$ cat src/rtl/alu_exec_pkg.sv
// Shared types and constants for the execute stage: opcodes, regfile write
// and flag write records, and the single-cycle ALU function.
package alu_exec_pkg;

  localparam int unsigned DATA_W = 16;
  localparam int unsigned ADR_W  = 3;
  localparam int unsigned OP_W   = 4;
  localparam int unsigned SHAMT_W = 4;

  typedef enum logic [OP_W-1:0] {
    OP_ADD  = 4'd0,
    OP_SUB  = 4'd1,
    OP_AND  = 4'd2,
    OP_OR   = 4'd3,
    OP_XOR  = 4'd4,
    OP_SHL  = 4'd5,
    OP_SHR  = 4'd6,
    OP_MOV  = 4'd7,
    OP_CMP  = 4'd8,
    OP_CMPA = 4'd9,
    OP_MUL  = 4'd10,
    OP_NOP  = 4'd11
  } alu_op_e;

  typedef struct packed {
    logic              ena;
    logic [ADR_W-1:0]  adr;
    logic [DATA_W-1:0] data;
  } signal_wr_reg;

  typedef struct packed {
    logic ena;
    logic ravno;
    logic bolshe;
    logic menshe;
    logic ena_ra;
    logic rav_adr;
  } signal_flag_wr_alu;

  // Result of the single-cycle write-back ops; other opcodes give zero.
  function automatic logic [DATA_W-1:0] alu_calc(
    input alu_op_e           op,
    input logic [DATA_W-1:0] a,
    input logic [DATA_W-1:0] b
  );
    logic [DATA_W-1:0] res;
    res = '0;
    case (op)
      OP_ADD:  res = a + b;
      OP_SUB:  res = a - b;
      OP_AND:  res = a & b;
      OP_OR:   res = a | b;
      OP_XOR:  res = a ^ b;
      OP_SHL:  res = a << b[SHAMT_W-1:0];
      OP_SHR:  res = a >> b[SHAMT_W-1:0];
      OP_MOV:  res = b;
      default: res = '0;
    endcase
    return res;
  endfunction

endpackage

$ cat src/rtl/alu_exec_mul_seq.sv
// Iterative shift-add multiplier: one partial product per cycle, 16 cycles,
// low 16 bits of the product presented alongside the final-iteration done.
module alu_mul_seq
  import alu_exec_pkg::*;
(
  input  logic              clk_i,
  input  logic              rst_n,
  input  logic              start,
  input  logic              run,
  input  logic              flush,
  input  logic [DATA_W-1:0] a,
  input  logic [DATA_W-1:0] b,
  output logic              done_c,
  output logic [DATA_W-1:0] product_c
);

  localparam int unsigned CNT_W = 4;

  logic [DATA_W-1:0] mcand_q;
  logic [DATA_W-1:0] mplier_q;
  logic [DATA_W-1:0] acc_q;
  logic [CNT_W-1:0]  cnt_q;
  logic [DATA_W-1:0] addend_c;
  logic [DATA_W-1:0] acc_nxt_c;

  assign addend_c  = mplier_q[0] ? mcand_q : '0;
  assign acc_nxt_c = acc_q + addend_c;
  assign product_c = acc_nxt_c;
  assign done_c    = run & ~flush & (cnt_q == CNT_W'(DATA_W - 1));

  always_ff @(posedge clk_i or negedge rst_n) begin
    if (!rst_n) begin
      mcand_q  <= '0;
      mplier_q <= '0;
      acc_q    <= '0;
      cnt_q    <= '0;
    end else if (start) begin
      mcand_q  <= a;
      mplier_q <= b;
      acc_q    <= '0;
      cnt_q    <= '0;
    end else if (run) begin
      // An abort only needs the counter parked; operands are reloaded on start.
      if (flush) begin
        cnt_q <= '0;
      end else begin
        acc_q    <= acc_nxt_c;
        mcand_q  <= mcand_q << 1;
        mplier_q <= mplier_q >> 1;
        cnt_q    <= cnt_q + CNT_W'(1);
      end
    end
  end

endmodule

$ cat src/rtl/alu_exec.sv
// Execute stage feeding the register file: registered single-cycle ALU ops,
// compare flags, and a stalling 16-cycle multiply.
module alu_exec
  import alu_exec_pkg::*;
(
  input  logic              clk_i,
  input  logic              rst_n,
  input  logic              valid_i,
  output logic              ready_o,
  input  logic              flush_i,
  input  logic [OP_W-1:0]   op_i,
  input  logic [DATA_W-1:0] a_i,
  input  logic [DATA_W-1:0] b_i,
  input  logic [ADR_W-1:0]  dst_i,
  output logic              wr_ena_o,
  output logic [ADR_W-1:0]  wr_adr_o,
  output logic [DATA_W-1:0] wr_data_o,
  output logic              flag_ena_o,
  output logic              flag_ravno_o,
  output logic              flag_bolshe_o,
  output logic              flag_menshe_o,
  output logic              flag_ena_ra_o,
  output logic              flag_rav_adr_o,
  output logic              busy_o
);

  localparam logic [0:0] ST_IDLE = 1'b0;
  localparam logic [0:0] ST_MUL  = 1'b1;

  logic [0:0]        state_q, state_d;
  signal_wr_reg      wr_q, wr_d;
  signal_flag_wr_alu flag_q, flag_d;
  logic [ADR_W-1:0]  dst_q, dst_d;
  alu_op_e           op_c;
  logic              accept_c;
  logic              mul_start_c;
  logic              mul_run_c;
  logic              mul_done_c;
  logic [DATA_W-1:0] mul_product_c;
  logic [DATA_W-1:0] alu_res_c;

  assign op_c      = alu_op_e'(op_i);
  assign accept_c  = valid_i & (state_q == ST_IDLE) & ~flush_i;
  assign mul_run_c = (state_q == ST_MUL);
  assign alu_res_c = alu_calc(op_c, a_i, b_i);

  alu_mul_seq u_mul (
    .clk_i     (clk_i),
    .rst_n     (rst_n),
    .start     (mul_start_c),
    .run       (mul_run_c),
    .flush     (flush_i),
    .a         (a_i),
    .b         (b_i),
    .done_c    (mul_done_c),
    .product_c (mul_product_c)
  );

  always_ff @(posedge clk_i or negedge rst_n) begin
    if (!rst_n) begin
      state_q <= ST_IDLE;
      wr_q    <= '0;
      flag_q  <= '0;
      dst_q   <= '0;
    end else begin
      state_q <= state_d;
      wr_q    <= wr_d;
      flag_q  <= flag_d;
      dst_q   <= dst_d;
    end
  end

  // Next state and next output records; strobes default low, payloads hold.
  always_comb begin
    state_d     = state_q;
    dst_d       = dst_q;
    mul_start_c = 1'b0;
    wr_d        = wr_q;
    wr_d.ena    = 1'b0;
    flag_d        = flag_q;
    flag_d.ena    = 1'b0;
    flag_d.ena_ra = 1'b0;

    case (state_q)
      ST_IDLE: begin
        if (accept_c) begin
          case (op_c)
            OP_ADD, OP_SUB, OP_AND, OP_OR, OP_XOR, OP_SHL, OP_SHR, OP_MOV: begin
              wr_d.ena  = 1'b1;
              wr_d.adr  = dst_i;
              wr_d.data = alu_res_c;
            end
            OP_CMP: begin
              flag_d.ena    = 1'b1;
              flag_d.ravno  = (a_i == b_i);
              flag_d.bolshe = (a_i > b_i);
              flag_d.menshe = (a_i < b_i);
            end
            OP_CMPA: begin
              flag_d.ena_ra  = 1'b1;
              flag_d.rav_adr = (a_i == b_i);
            end
            OP_MUL: begin
              state_d     = ST_MUL;
              mul_start_c = 1'b1;
              dst_d       = dst_i;
            end
            default: ;
          endcase
        end
      end
      ST_MUL: begin
        if (flush_i) begin
          state_d = ST_IDLE;
        end else if (mul_done_c) begin
          state_d   = ST_IDLE;
          wr_d.ena  = 1'b1;
          wr_d.adr  = dst_q;
          wr_d.data = mul_product_c;
        end
      end
      default: state_d = ST_IDLE;
    endcase
  end

  assign ready_o        = (state_q == ST_IDLE);
  assign busy_o         = (state_q == ST_MUL);
  assign wr_ena_o       = wr_q.ena;
  assign wr_adr_o       = wr_q.adr;
  assign wr_data_o      = wr_q.data;
  assign flag_ena_o     = flag_q.ena;
  assign flag_ravno_o   = flag_q.ravno;
  assign flag_bolshe_o  = flag_q.bolshe;
  assign flag_menshe_o  = flag_q.menshe;
  assign flag_ena_ra_o  = flag_q.ena_ra;
  assign flag_rav_adr_o = flag_q.rav_adr;

endmodule

$ cat config.mk
export PLATFORM = sky130hd
export DESIGN_NAME = alu_exec
export DESIGN_NICKNAME = d
export VERILOG_FILES = /design/src/rtl/alu_exec_pkg.sv /design/src/rtl/alu_exec_mul_seq.sv /design/src/rtl/alu_exec.sv
export SDC_FILE = /design/constraint.sdc
export NUM_CORES = 1
export LEC_CHECK = 0
export BUFFER_PORTS_ARGS = -buffer_cell sky130_fd_sc_hd__buf_2
export CAP_MARGIN = 20
export CORE_UTILIZATION = 30
export CTS_CLUSTER_SIZE = 28
export DETAILED_ROUTE_END_ITERATION = 10
export SYNTH_ARGS = -nofsm -noshare
export SYNTH_HDL_FRONTEND = slang
export SYNTH_SLANG_ARGS = --single-unit
$ cat constraint.sdc
create_clock -name clk_i -period 7.65 [get_ports clk_i]
set_input_delay 1.1475 -clock clk_i [delete_from_list [all_inputs] [get_ports clk_i]]
set_output_delay 1.1475 -clock clk_i [all_outputs]
set_load 0.05 [all_outputs]
==> impl_metrics.tcl <==
set metrics [dict create \
    status "finished, final reports clean" \
    dieWidth_um 164.5 \
    syn_inst 991 \
    max_stage_delay_ps 730 \
    min_from "u_mul.mplier_q[2]$_DFFE_PN0P_" \
    track_usage 0.2154 \
    regArea_um2 2052 \
    die_area_um2 27080 \
    cts_sinks 82 \
    finClkSkew_ps 11.10 \
    vias 7911 \
    cp_max_fo 39 \
    hold_viol_final 0 \
    dp_hpwl_um 21310 \
    drive_above_1_share 0.1356 \
    power_per_cell_area_nw_per_um2 176.3 \
    grt_pass1_vias 7462 \
    synth_ff_type "dfrtp_1" \
    clock_latency_ps 360 \
    via_per_inst 5.817 \
    muxShareOfSynthArea 0.05478 \
    synthesis.nets 1107 \
    worstSetupStartpointType "input port" \
    grt_pass1_wl_um 43990 \
    cp_data_arrival_time_ps 4810 \
    fp.dieH_um 164.5 \
    fin_setup_tns_ps 0 \
    ys_ff_latch 82 \
    ys_warn_count 0 \
    num_antenna_cells 0 \
    synth_top_area_frac 0.2589 \
    grt_max_degree 57 \
    syn-cell-area_um2 7926 \
    synthTopCellsByArea "dfrtp_1 26%, ha_1 11%, nand2_1 7.4%" \
    period_needed_ps 4570 \
    crit_required_ps 7890 \
    postCtsSetupBuffers 0 \
    report.final.slew_viol_count 0 \
    synth-xor-area-share 0.01657 \
    clk_path_buf_depth 2 \
    synth_compound_area_frac 0.2845 \
    worstMarginPinSlew_ps 850.2 \
    timing.fmax_mhz 218.8 \
    crit_chain "buf_2 > clkinv_1 > ha_1 > nor2b_1 > o21ai_1 > o21ai_2 > o311ai_2 > o21ai_1 > a21oi_1 > a221o_1 > a221o_1" \
    dr.pass1.iters 5 \
    synthArstFlopShare 1.000 \
    core_area_um2 25980 \
    drv_cap 0 \
    nets 1136 \
    regToRegSetupSlack_ps 4230 \
    synth_top_family_by_area "compound AO/OA/AOI/OAI gates" \
    std_cell_rows 59 \
    synth_edf_count 0 \
    drc 0 \
    pin_count 71 \
    gp_congestion 0.9828 \
    synth_area_per_cell_um2 7.998 \
    relSlewSlack 0.4332 \
    numCtsBuffers 9 \
    synth.largest_area_cell "dfrtp_1" \
    yosys.area_share.simple 0.2043 \
    finalCritPeriodShare 0.5974 \
    start_util 0.3050 \
    worst_ir_drop_vdd_uv 91.71 \
    tritoncts "built" \
    drt_iter0_drc 826 \
    cts_repair_resize_count 0 \
    rsz0062_at_grt "no" \
    worstSetupPathType "in -> reg" \
    ys_types 79 \
    antenna_left 0 \
    holdPathEnd "u_mul.mplier_q[2]$_DFFE_PN0P_" \
    hold_path.class "reg -> reg" \
    worstReg2RegEnd "wr_data_o[10]$_DFFE_PN0P_" \
    htreeDepth 3 \
    overflow 0 \
    multi_input_area_um2 5410 \
    pre_cts_ws_ps 2791 \
    power_leakage_nw 4.078 \
    ys_seq_area_frac 0.2589 \
    wl_per_cell_um 20.93 \
    r2r_cells 11 \
    setup_slack_ps 3080 \
    cts_hold_buffers 0 \
    crit_path_top_delay_cell "clkinv_1" \
    syn_to_final_growth_pct 11.52 \
    synthAdderAreaFrac 0.1181 \
    cp-end-kind "register" \
    nFillCells 2752 \
    clkTransAtPathRegs_ps 60 \
    final-setup-viol-count 0 \
    hold_depth 2 \
    r2r-start "u_mul.mplier_q[0]$_DFFE_PN0P_" \
    antenna_found_initial 0 \
    io_buffers 70 \
    cts_root_buf "clkbuf_16" \
    finalWirelength_um 28470 \
]
==> layout by cell type, fill, tap and decap left out, drive strengths merged, types with 5 or more instances in the layout <==
cell,n
mux2i,13
nand3,13
o2111ai,5
a21o,14
o21bai,7
a22oi,44
nand2,157
a221oi,12
a211oi,24
nor3,27
mux2,5
o21ai,62
ha,70
inv,51
mux4,11
nand2b,17
o31ai,11
nor4,8
dfrtp,82
xnor2,6
o22ai,17
and2,17
nor2b,6
a31oi,5
buf,84
nor2,84
a21oi,53
xor2,9
or2,5
a221o,15
o211ai,12
clkbuf,10
o221ai,10
==> flip-flops by register name, summed over array words and instances (netlist names) <==
| name | cells |
|---|---|
| wr_ena_o | 1 |
| u_mul.mplier_q | 16 |
| flag_ena_ra_o | 1 |
| u_mul.cnt_q | 4 |
| u_mul.mcand_q | 16 |
| flag_rav_adr_o | 1 |
| flag_ena_o | 1 |
| u_mul.acc_q | 16 |
| wr_data_o | 16 |
| flag_bolshe_o | 1 |
| flag_menshe_o | 1 |
| wr_adr_o | 3 |
| flag_ravno_o | 1 |
| busy_o | 1 |
| dst_q | 3 |
==> metrics by stage <==
step / power, mW / util / instance area (um2) / instances / hold slack, ps
after floorplan: 0.9144 / - / 7926 / 991 / 446.3
after global placement: 1.075 / 0.3281 / 8527 / 1344 / 457.8
after detailed placement: 1.081 / 0.3281 / 8527 / 1344 / 463.2
after CTS: 1.562 / 0.3402 / 8840 / 1360 / 479.7
after global routing: 1.642 / 0.3402 / 8840 / 1360 / 494.1
final: 1.558 / 0.3402 / 8840 / 1360 / 478.4
==> synth_stat cells (all sizes together) (4+ instances only) <==
cell and number:
buf 27, o2111ai 5, nor4 8, dfrtp 82, o22ai 17, o21bai 7, nor2b 6, nand2 157
nand3 13, o211ai 12, nand2b 17, o21ai 62, o221ai 10, a211o 4, clkbuf 39, a211oi 24
a31oi 5, mux2i 13, nor3 27, xor2 9, a221o 15, a21oi 53, mux2 5, a221oi 12
nor2 84, mux4 11, o31ai 11, or3 4, and2 17, inv 49, or2 5, a22oi 44
xnor2 6, a21o 14, ha 70
==> layer usage <==
layer | routed length [um] | track usage | vias up
met1 | 12970 | 0.3059 | 3846
li1 | - | - | 3686
met5 | 0 | 0 | -
met2 | 12740 | 0.3340 | 337
met3 | 2159 | 0.03290 | 42
met4 | 597 | 0.06464 | 0
==> area by class of cell <==
type / instances / area share
Clock inverter: 6 / 0.008351
Timing Repair Buffer: 84 / 0.05180
Inverter: 50 / 0.02123
Multi-Input combinational cell: 793 / 0.6120
Tap cell: 335 / 0.04742
Clock buffer: 10 / 0.02703
Sequential cell: 82 / 0.2321
==> report_power, final <==
group	internal (mW)	switching (mW)	leakage [nW]	total (mW)
clock	0.267	0.212	0.147	0.479
sequential	0.506	0.0588	1.09	0.565
combinational	0.168	0.347	2.84	0.515
==> critical path: cells and delay by family <==
kind / cells / cell delay [ps]
buffers and inverters: 2 / 1270
adders and majority gates: 1 / 690
AOI/OAI and AO/OA: 7 / 1520
and+or+nand+nor: 1 / 170
==> logic make-up (layout without fill, tap and decap cells) <==
group	Yosys count	after routing
and+or+nand+nor	354	354
AOI/OAI and AO/OA	322	322
buffers and inverters	116	150
DFF	82	82
adders and majority gates	73	73
muxes	29	29
xor gates and xnor gates	15	15
==> worst max-delay path by stage <==
stage               slack [ps]  depth (start not counted)                        end   start
global route              2800                         11   wr_data_o[8]$_DFFE_PN0P_  b_i[2]
detailed placement        2790                         11  wr_data_o[14]$_DFFE_PN0P_  b_i[2]
finish                    3080                         11  wr_data_o[14]$_DFFE_PN0P_  b_i[2]
CTS                       3160                         11  wr_data_o[14]$_DFFE_PN0P_  b_i[2]
global placement          2830                         11  wr_data_o[14]$_DFFE_PN0P_  b_i[2]
floorplan                 4040                         11   wr_data_o[6]$_DFFE_PN0P_  b_i[2]
No activity file was read; power rests on OpenSTA's default activity.
